===== src/rtl/pin_pattern_gen_if.sv =====
// pin_pattern_gen_if: control/pattern bus of the pin pattern generator.
// PIN_PATTERN_BURST_EN adds burst_len and done.
interface pin_pattern_gen_if #(
    parameter int WIDTH = 8,
    parameter int LED_W = 4
);
    logic             start;
    logic             stop;
    logic [1:0]       mode;
    logic [WIDTH-1:0] seed;
    logic [WIDTH-1:0] data;
    logic             data_oe;
    logic             testpin;
    logic             tick;
    logic             busy;
    logic [LED_W-1:0] led;
`ifdef PIN_PATTERN_BURST_EN
    logic [15:0]      burst_len;
    logic             done;
`endif
    modport master (
        output start, stop, mode, seed,
`ifdef PIN_PATTERN_BURST_EN
        output burst_len, input done,
`endif
        input data, data_oe, testpin, tick, busy, led
    );
    modport slave (
        input start, stop, mode, seed,
`ifdef PIN_PATTERN_BURST_EN
        input burst_len, output done,
`endif
        output data, data_oe, testpin, tick, busy, led
    );
endinterface


===== src/rtl/pin_pattern_gen.sv =====
// pin_pattern_gen: divider-paced pin pattern generator (toggle/walk/count/hold).
// PIN_PATTERN_BURST_EN enables auto-stop after burst_len ticks with a done pulse.
module pin_pattern_gen #(
    parameter int DIV   = 500000,
    parameter int WIDTH = 8,
    parameter int LED_W = 4
) (
    input  logic               clk,
    input  logic               reset,
    pin_pattern_gen_if.slave   bus
);
    localparam int CW = $clog2(DIV);
    typedef enum logic {IDLE, RUN} state_t;
    state_t           state;
    logic [CW-1:0]    cnt;
    logic [1:0]       mode_q;
    logic [WIDTH-1:0] data_q;
    logic [WIDTH-1:0] step_data;
    logic             data_oe_q;
    logic             testpin_q;
    logic             led0_q;
    logic             busy_q;
    logic             tick_w;
`ifdef PIN_PATTERN_BURST_EN
    logic [15:0]      burst_q;
    logic [15:0]      ticks_q;
    logic             done_q;
    logic             last_w;
    assign last_w   = burst_q != 16'd0 && ticks_q == burst_q - 16'd1;
    assign bus.done = done_q;
`endif
    assign tick_w = state == RUN && cnt == CW'(DIV - 1);
    always_comb begin
        step_data = mode_q == 2'd0 ? ~data_q :
                    mode_q == 2'd1 ? {data_q[WIDTH-2:0], data_q[WIDTH-1]} :
                    mode_q == 2'd2 ? data_q + WIDTH'(1) : data_q;
    end
    always_ff @(posedge clk or negedge reset) begin
        if (!reset) begin
            state     <= IDLE;
            cnt       <= '0;
            mode_q    <= 2'd0;
            data_q    <= '0;
            data_oe_q <= 1'b0;
            testpin_q <= 1'b0;
            led0_q    <= 1'b0;
            busy_q    <= 1'b0;
`ifdef PIN_PATTERN_BURST_EN
            burst_q   <= '0;
            ticks_q   <= '0;
            done_q    <= 1'b0;
`endif
        end else begin
`ifdef PIN_PATTERN_BURST_EN
            done_q <= 1'b0;
`endif
            if (state == IDLE) begin
                if (bus.start && !bus.stop) begin
                    state     <= RUN;
                    cnt       <= '0;
                    mode_q    <= bus.mode;
                    data_q    <= (bus.mode == 2'd1 && bus.seed == '0) ? WIDTH'(1) : bus.seed;
                    data_oe_q <= 1'b1;
                    busy_q    <= 1'b1;
`ifdef PIN_PATTERN_BURST_EN
                    burst_q   <= bus.burst_len;
                    ticks_q   <= '0;
`endif
                end
            end else if (bus.stop) begin
                state  <= IDLE;
                busy_q <= 1'b0;
                cnt    <= '0;
            end else begin
                cnt <= tick_w ? '0 : cnt + CW'(1);
                if (tick_w) begin
                    data_q    <= step_data;
                    testpin_q <= ~testpin_q;
                    led0_q    <= ~led0_q;
`ifdef PIN_PATTERN_BURST_EN
                    ticks_q   <= ticks_q + 16'd1;
                    if (last_w) begin
                        state  <= IDLE;
                        busy_q <= 1'b0;
                        done_q <= 1'b1;
                    end
`endif
                end
            end
        end
    end
    assign bus.data    = data_q;
    assign bus.data_oe = data_oe_q;
    assign bus.testpin = testpin_q;
    assign bus.tick    = tick_w;
    assign bus.busy    = busy_q;
    assign bus.led     = LED_W'({busy_q, led0_q});
endmodule


===== src/flat_wrapper.sv =====
// flat-port wrapper written by rule: the top's interface ports become plain ports
module pin_pattern_gen_flat 
#(
    parameter int DIV   = 500000,
    parameter int WIDTH = 8,
    parameter int LED_W = 4
)
  (clk, reset, bus_start, bus_stop, bus_mode, bus_seed, bus_data, bus_data_oe, bus_testpin, bus_tick, bus_busy, bus_led);
  pin_pattern_gen_if #(.WIDTH(WIDTH), .LED_W(LED_W)) bus_i ();
  input  logic clk;
  input  logic reset;
  input wire logic [$bits(bus_i.start)-1:0] bus_start;
  input wire logic [$bits(bus_i.stop)-1:0] bus_stop;
  input wire logic [$bits(bus_i.mode)-1:0] bus_mode;
  input wire logic [$bits(bus_i.seed)-1:0] bus_seed;
  output wire logic [$bits(bus_i.data)-1:0] bus_data;
  output wire logic [$bits(bus_i.data_oe)-1:0] bus_data_oe;
  output wire logic [$bits(bus_i.testpin)-1:0] bus_testpin;
  output wire logic [$bits(bus_i.tick)-1:0] bus_tick;
  output wire logic [$bits(bus_i.busy)-1:0] bus_busy;
  output wire logic [$bits(bus_i.led)-1:0] bus_led;
  assign bus_i.start = bus_start;
  assign bus_i.stop = bus_stop;
  assign bus_i.mode = bus_mode;
  assign bus_i.seed = bus_seed;
  assign bus_data = bus_i.data;
  assign bus_data_oe = bus_i.data_oe;
  assign bus_testpin = bus_i.testpin;
  assign bus_tick = bus_i.tick;
  assign bus_busy = bus_i.busy;
  assign bus_led = bus_i.led;
  pin_pattern_gen #(.DIV(DIV), .WIDTH(WIDTH), .LED_W(LED_W)) u_core (.clk(clk), .reset(reset), .bus(bus_i));
endmodule

===== config.mk =====
export PLATFORM = sky130hd
export DESIGN_NAME = pin_pattern_gen_flat
export DESIGN_NICKNAME = d
export VERILOG_FILES = /design/src/rtl/pin_pattern_gen_if.sv /design/src/rtl/pin_pattern_gen.sv /design/src/flat_wrapper.sv
export SDC_FILE = /design/constraint.sdc
export NUM_CORES = 1
export LEC_CHECK = 0
export ABC_AREA = 1
export CORE_ASPECT_RATIO = 1.1
export CORE_MARGIN = 3
export CORE_UTILIZATION = 49
export DETAILED_ROUTE_END_ITERATION = 16
export GPL_ROUTABILITY_DRIVEN = 0
export PLACE_DENSITY = 0.72
export SKIP_CTS_REPAIR_TIMING = 1
export SYNTH_ARGS = -nofsm -noshare
export SYNTH_HDL_FRONTEND = slang
export SYNTH_SLANG_ARGS = --single-unit

===== constraint.sdc =====
create_clock -name clk -period 1.67 [get_ports clk]
set_input_delay 0.334 -clock clk [delete_from_list [all_inputs] [get_ports clk]]
set_output_delay 0.334 -clock clk [all_outputs]
set_load 0.005 [all_outputs]

==> qor.txt, run 1 <==
First-pass DRT Iterations - 4
Port Buffers - 27
final setup TNS - -3260 ps
initial antenna violation count - 0
CP Launch Type - flop
DRC - 0
Peak VDD IR - 0.000519 V
clock-pin slew on the worst setup and hold paths - 60 ps
Post-DRT Antenna Nets - 0
n_diodes - 0
Crit Path Category - reg -> out
H-tree levels - 2
vias in the first global route - 2334
FP Rows - 25
largest net degree at the start of global routing - 35
Initial Util - 0.517
status - complete, but fails checks
Leakage - 1.55 nW
Comb pwr share - 0.351
WL/cell - 13.3 um
Top Ports - 30
Root Buffer - clkbuf_8
Syn Area/Cell - 6.88 um^2
CTS tree - yes
vias per inst - 5.25
sw frac - 0.334
post-synthesis register bit count - 34
cell count after synthesis - 327
max incr delay on CP - 370 ps
Crit path required time - 1340 ps
placed cell areas - 0.00293 mm^2
Area Overhead vs Synth - 43.9%
Max stage delay cell, worst path - dfrtp_1
Ys Warns - 0
count of final hold-check violations - 0
Max Cap Viol - 0
Crit path max-delay family - simple AND/OR/NAND/NOR gates
first-pass GRT wire length - 10.0 mm
failing checks - negative setup slack
cell area after layout - 0.00324 mm^2
crit-path cells - ha_2 -> nand2_2 -> nor2_4 -> nand3_1 -> nor4_2 -> dlymetal6s2s_1
Clock Latency Late Sink - 290 ps
Int Pwr - 1.68 mW
Die W - 70.6 um
clock skew - 5.89 ps
worst flop-to-flop path startpoint - u_core.cnt[0]$_DFFE_PN0P_
Core Area - 0.00435 mm^2
Buffers & Inverters on Critical Path - 1
Longest Clk Path Bufs - 2
Total Wirelength - 6.19 mm
sequential cell area - 856 um^2
GRT Total Usage - 0.229
DP HPWL - 4.41 mm
layout cells sized above 1 - 0.250
most frequent cells in the layout - nand2_1, buf_4, nor2_1
Seq pwr share - 0.401
CP Max Fanout - 2
Setup-failing EPs final - 26
critical path endpoint category - primary output
Filler cells - 346
period utilisation layout - 1.12
Pins Over Slew Limit - 0
pwr/cell area - 779 mW/mm^2
R2R depth - 12
commonest non-fill, non-tap cell in the layout - nand2_1
r2r setup slk - -160 ps
arrival time worst endpoint - 1530 ps
DRT iter0 DRCs - 174
RSZ-0062 raised after global routing - yes
synthesized area - 0.00225 mm^2
Final #Nets - 429
final worst slack - -193 ps
total CTS buffers - 5
Hold Slack - 425 ps
Max Fclk - 537 MHz
DR vias - 2448
register area share after synthesis - 0.378
die area - 0.00544 mm^2
worst reg2reg path endpoint - u_core.bus.data[2]$_DFFE_PN0P_
Sw Pwr - 0.842 mW
global route overflow - 0
Power Total - 2.52 mW
HP Class - in -> async
clock power share - 0.248
area of the multi-input gates - 0.00132 mm^2
CTS sink count - 34
Tmin final - 1860 ps
Die Span Y - 77.1 um
Synth cell types - 32
-- logic make-up (layout without fill, tap and decap cells) --
logic type / Yosys count / after routing / share of synthesized area
buffers and inverters: 45 / 128 / 0.0884
and+or+nand+nor: 198 / 199 / 0.390
adders and majority gates: 4 / 4 / 0.0222
xor gates and xnor gates: 4 / 4 / 0.0156
other: 1 / 2 / 0.00167
DFF: 34 / 34 / 0.378
AOI/OAI and AO/OA: 41 / 41 / 0.103
-- metrics by stage --
stage,util,instances,setup WS (ps)
2_1_floorplan,-,328,126
3_3_place_gp,0.673,451,-255
3_5_place_dp,0.673,451,-224
4_1_cts,0.694,459,-595
5_1_grt,0.745,466,-282
6_report,0.745,466,-193
-- state kept, by name (all words and copies together), names as in the netlist --
| name | cells |
|---|---|
| u_core.bus.data | 8 |
| u_core.cnt | 19 |
| u_core.mode_q | 2 |
| u_core.bus.data_oe | 1 |
| u_core.state | 1 |
| u_core.bus.busy | 1 |
| u_core.led0_q | 1 |
| u_core.bus.testpin | 1 |
-- worst max path at each step --
stage | from | endpoint | depth (start not counted)
after floorplan | u_core.cnt[0]$_DFFE_PN0P_ | u_core.cnt[16]$_DFFE_PN0P_ | 11
after global placement | u_core.cnt[0]$_DFFE_PN0P_ | bus_tick | 6
after detailed placement | u_core.cnt[0]$_DFFE_PN0P_ | bus_tick | 6
after CTS | u_core.cnt[1]$_DFFE_PN0P_ | bus_tick | 6
after global routing | u_core.cnt[14]$_DFFE_PN0P_ | bus_tick | 6
final | u_core.cnt[0]$_DFFE_PN0P_ | bus_tick | 6
-- cell usage after synthesis --
master,number,area [um^2]
buf_4,4,30.0
o21bai_1,4,30.0
xnor2_1,1,8.76
a211oi_1,1,7.51
nor3_1,9,45.0
o22ai_1,2,12.5
nor3_2,2,20.0
a21oi_1,12,60.1
nor4_1,1,6.26
nand2_4,1,11.3
nand3_1,27,135
nor2_4,2,22.5
nand4_1,9,56.3
inv_2,4,15.0
o21ai_1,4,20.0
o21ai_0,15,75.1
clkbuf_1,1,3.75
nor2_2,2,12.5
inv_1,34,128
o211ai_1,1,7.51
nand2_2,3,18.8
nand3b_1,3,22.5
nor2_1,45,169
a21boi_2,1,11.3
buf_6,2,22.5
o21ai_2,1,8.76
ha_1,4,50.1
nand2_1,93,349
nand3_2,1,10.0
conb_1,1,3.75
dfrtp_1,34,851
xor2_1,3,26.3
-- power by group through the flow --
stage | sequential, mW | combinational [mW] | clock (mW)
floorplan | 1.02 | 0.402 | 0
global placement | 1.01 | 0.790 | 0
detailed placement | 1.01 | 0.805 | 0
CTS | 0.998 | 0.809 | 0.644
global route | 1.03 | 0.989 | 0.683
finish | 1.01 | 0.886 | 0.625
-- final cells by class --
class	instances	area share
multi-input combinational	250	0.408
clock buffer	7	0.0267
tap	54	0.0209
inverter	38	0.0479
clock inverter	1	0.00155
timing repair inverter	1	0.00348
timing repair buffer	81	0.227
sequential	34	0.264
-- metal layers --
layer  up-vias  part of all wire  track usage  wire, um
met5         -                 0            0         0
met4         0             0.033       0.0902       206
met3        18             0.048       0.0406       298
met2        69              0.53        0.417      3300
met1      1140              0.38        0.261      2380
li1       1221                 -            -         -
(Power assumes the default switching activity.)
==> run 2, diff against run 1 <==
PLACE_DENSITY = 0.77   (was 0.72)
==> run 2 against run 1 <==
The flow still finishes with violations (negative setup slack). Core utilization shrank 4.6 points. Register-to-register slack better by 100 ps. Hold slack lost 8.2 ps. Cell area down 6.2%. Clock skew grew 3.9 ps. Critical endpoint unchanged. Largest cell class unchanged.
==> qor.txt, run 2 (synthesized netlist as in run 1, its figures left out) <==
status - complete, but fails checks
failing checks - negative setup slack
period utilisation layout - 1.07
cell depth of the worst setup path - 6
Root Buffer - clkbuf_8
critical path endpoint category - primary output
Total Wirelength - 5.91 mm
First-pass DRT Iterations - 4
initial antenna violation count - 0
Leakage - 1.46 nW
Peak VDD IR - 0.000524 V
R2R depth - 12
pwr/cell area - 784 mW/mm^2
Setup-failing EPs final - 15
HP Class - in -> async
Largest register FFs - 19
Power Total - 2.38 mW
Crit path max-delay family - simple AND/OR/NAND/NOR gates
worst reg2reg path endpoint - u_core.cnt[11]$_DFFE_PN0P_
RSZ-0062 raised after global routing - yes
CP Max Fanout - 2
Max Fclk - 561 MHz
vias per inst - 5.29
Max Cap Viol - 0
Longest Clk Path Bufs - 2
die area - 0.00544 mm^2
first-pass GRT wire length - 9.94 mm
r2r setup slk - -60 ps
Top Ports - 30
final worst slack - -113 ps
Die Span Y - 77.1 um
largest net degree at the start of global routing - 35
most flop-heavy register - u_core.cnt
FP Rows - 25
Port Buffers - 27
Max stage delay cell, worst path - dfrtp_1
Clock Latency Late Sink - 290 ps
max incr delay on CP - 360 ps
clock skew - 9.75 ps
clock-pin slew on the worst setup and hold paths - 70 ps
commonest non-fill, non-tap cell in the layout - nand2_1
Initial Util - 0.517
layout cells sized above 1 - 0.209
Crit Path Category - reg -> out
count of final hold-check violations - 0
cell area after layout - 0.00304 mm^2
DRC - 0
CP Launch Type - flop
worst flop-to-flop path startpoint - u_core.cnt[0]$_DFFE_PN0P_
WL/cell - 13.0 um
GRT Total Usage - 0.225
most frequent cells in the layout - nand2_1, nor2_1, buf_4
total CTS buffers - 5
Final #Nets - 420
arrival time worst endpoint - 1450 ps
Area Overhead vs Synth - 35.0%
placed cell areas - 0.00289 mm^2
Tmin final - 1780 ps
CTS sink count - 34
H-tree levels - 2
Crit path required time - 1340 ps
DRT iter0 DRCs - 159
DR vias - 2412
Pins Over Slew Limit - 0
vias in the first global route - 2291
global route overflow - 0
final setup TNS - -622 ps
Core Area - 0.00435 mm^2
crit-path cells - ha_2 -> nand2_2 -> nor2_4 -> nand3_1 -> nor4_2 -> dlymetal6s2s_1
Finished Layout Cells - 456
Die W - 70.6 um
DP HPWL - 4.31 mm
Placed Cells - 447
n_diodes - 0
Buffers & Inverters on Critical Path - 1
CTS tree - yes
Post-DRT Antenna Nets - 0
==> run 2: cell count changes in the layout (fill, tap and decap cells not counted), sizes merged <==
cell / delta
buf: -9
clkbuf: -2
clkinv: +2
inv: -1
==> run 2: worst reg2reg max path: cells and delay by family (launching register included) <==
family	cells	cell delay (ps)
fa+ha+maj	1	190
flops	1	360
simple gates	8	690
compound gates	1	70
buf+inv	2	310
==> run 2: layout make-up <==
type,count,area [um^2]
multi-input combinational,250,1260
timing repair inverter,1,5.00
tap,54,67.6
inverter,38,148
clock buffer,5,68.8
timing repair buffer,72,623
clock inverter,2,10.0
sequential,34,858
fill,390,1310
==> run 2: how the worst max path moves through the flow <==
stage / from / end / slack (ps)
final: u_core.cnt[0]$_DFFE_PN0P_ / bus_tick / -110
after global routing: u_core.cnt[0]$_DFFE_PN0P_ / u_core.cnt[11]$_DFFE_PN0P_ / -220
after CTS: u_core.cnt[0]$_DFFE_PN0P_ / bus_tick / -560
after detailed placement: u_core.cnt[0]$_DFFE_PN0P_ / bus_tick / -220
after floorplan: u_core.cnt[0]$_DFFE_PN0P_ / u_core.cnt[16]$_DFFE_PN0P_ / 130
after global placement: u_core.cnt[0]$_DFFE_PN0P_ / bus_tick / -240
==> run 2: power breakdown <==
group	total, mW	internal, mW	leakage, nW	switching (mW)
logic	0.760	0.366	0.978	0.394
clock network	0.583	0.280	0.0438	0.303
registers	1.04	0.912	0.441	0.129
total	2.38	1.56	1.46	0.826
==> run 2: metrics by stage <==
stage          utilization  hold slack, ps  setup WS [ps]
2_1_floorplan            -            38.4            126
3_3_place_gp         0.664             453           -237
3_5_place_dp         0.664             460           -225
4_1_cts              0.682             424           -555
5_1_grt              0.699             420           -225
6_report             0.699             417           -113
==> run 2: routing by layer <==
metal / up-vias / part of all wire / routed length, um / global-route usage
li1: 1201 / - / - / -
met1: 1120 / 0.43 / 2540 / 0.272
met2: 73 / 0.49 / 2920 / 0.387
met3: 18 / 0.051 / 300 / 0.0485
met4: 0 / 0.026 / 155 / 0.0921
met5: - / 0 / 0 / 0
==> run 3, diff against run 2 <==
CORE_ASPECT_RATIO = 0.7   (was 1.1)
==> run 3 against run 2 <==
The flow still finishes with violations (negative setup slack). Clock skew shrank 2.9 ps. First-iteration DRC count grew 84%. Critical endpoint is now u_core.cnt[13]$_DFFE_PN0P_. Total power grew 4.1%. Worst setup slack lost 23 ps. Sequential power is essentially flat. Hold slack lost 2.6 ps. Largest power group unchanged.
==> qor.txt, run 3 (synthesized netlist as in run 1, its figures left out) <==
status - complete, but fails checks
failing checks - negative setup slack
Clock Latency Late Sink - 280 ps
clock-pin slew on the worst setup and hold paths - 70 ps
GRT Total Usage - 0.251
area of the multi-input gates - 0.00124 mm^2
Peak VDD IR - 0.000536 V
final setup TNS - -1280 ps
total CTS buffers - 5
DRT iter0 DRCs - 292
CP Max Fanout - 6
Filler cells - 332
Initial Util - 0.541
critical path endpoint category - flop
arrival time worst endpoint - 1980 ps
vias per inst - 5.36
Post-DRT Antenna Nets - 0
Finished Layout Cells - 466
H-tree levels - 2
critical path's most frequent cell - nand2_1
CTS tree - yes
Leakage - 1.52 nW
cell area after layout - 0.00312 mm^2
Die Span Y - 62.7 um
CP Launch Type - flop
Setup-failing EPs final - 24
placed cell areas - 0.00296 mm^2
clock skew - 6.86 ps
WL/cell - 13.8 um
Area Overhead vs Synth - 38.9%
initial antenna violation count - 0
global route overflow - 0
Die W - 87.0 um
Core Area - 0.00416 mm^2
First-pass DRT Iterations - 5
count of final hold-check violations - 0
n_diodes - 0
Total Wirelength - 6.45 mm
Root Buffer - clkbuf_8
max incr delay on CP - 370 ps
Crit Path Category - reg -> reg
commonest non-fill, non-tap cell in the layout - nand2_1
most flop-heavy register - u_core.cnt
most frequent cells in the layout - nand2_1, buf_4, nor2_1
Final #Nets - 431
Longest Clk Path Bufs - 2
FP Rows - 19
DRC - 0
Final Core Density - 0.751
die area - 0.00545 mm^2
DR vias - 2499
Crit path max-delay family - simple AND/OR/NAND/NOR gates
layout cells sized above 1 - 0.229
HP Class - in -> async
Max Fclk - 554 MHz
pwr/cell area - 794 mW/mm^2
Max Cap Viol - 0
first-pass GRT wire length - 10.9 mm
Max stage delay cell, worst path - dfrtp_1
period utilisation layout - 1.08
Port Buffers - 27
Pins Over Slew Limit - 0
CTS sink count - 34
DP HPWL - 4.79 mm
Placed Cells - 455
RSZ-0062 raised after global routing - yes
crit-path cells - ha_2 -> nand2_2 -> nor2_4 -> buf_4 -> nand2_1 -> nor2_2 -> nand2_1 -> nand2_2 -> nand2_4 -> buf_4 -> nand2_1 -> nor2_1
largest net degree at the start of global routing - 35
Tmin final - 1810 ps
vias in the first global route - 2327
final worst slack - -136 ps
Buffers & Inverters on Critical Path - 2
Crit path required time - 1840 ps
sequential cell area - 857 um^2
Top Ports - 30
Largest register FFs - 19
run 3: cell types whose count changed in the layout (fill, tap and decap cells not counted), sizes merged:
cell / delta
buf: +12
clkbuf: +2
clkinv: -2
inv: +1
nand2: -1
run 3: metrics by stage:
stage,setup WS (ps),hold slack [ps],power [mW]
6_report,-136,414,2.48
5_1_grt,-239,430,2.64
4_1_cts,-590,421,2.45
3_5_place_dp,-274,459,1.82
3_3_place_gp,-240,454,1.80
2_1_floorplan,126,38.4,1.42
run 3: report_power, final:
group          switching (mW)  total (mW)  internal, mW
registers               0.108        1.02         0.910
clock network           0.295       0.627         0.333
logic                   0.433       0.835         0.402
run 3: final cells by class:
cell class / count / area share
Multi-Input combinational cell: 249 / 0.397
Sequential cell: 34 / 0.274
Timing Repair Buffer: 84 / 0.228
Inverter: 38 / 0.0473
Clock buffer: 7 / 0.0276
Tap cell: 52 / 0.0208
Timing Repair inverter: 1 / 0.00280
Clock inverter: 1 / 0.00160
run 3: path summary, 6_finish.rpt:
kind | start | to | slack, ps | depth (start not counted)
worst min-delay path | reset | u_core.bus.data[6]$_DFFE_PN0P_ | 410 | 2
worst max register to register | u_core.cnt[1]$_DFFE_PN0P_ | u_core.cnt[13]$_DFFE_PN0P_ | -140 | 12
worst max-delay path | u_core.cnt[1]$_DFFE_PN0P_ | u_core.cnt[13]$_DFFE_PN0P_ | -140 | 12
worst min register to register | u_core.bus.data_oe$_DFFE_PN0P_ | u_core.bus.data_oe$_DFFE_PN0P_ | 480 | 2
min in group clk | u_core.bus.data_oe$_DFFE_PN0P_ | u_core.bus.data_oe$_DFFE_PN0P_ | 480 | 2
max in group asynchronous | reset | u_core.bus.data[1]$_DFFE_PN0P_ | 1060 | 2
run 3: layer usage:
layer,routed length (um),vias up,share of wire,GRT usage
li1,-,1221,-,-
met1,3060,1137,0.47,0.400
met2,2640,135,0.41,0.348
met3,697,6,0.11,0.0487
met4,52,0,0.0081,0.0447
met5,0,-,0,0
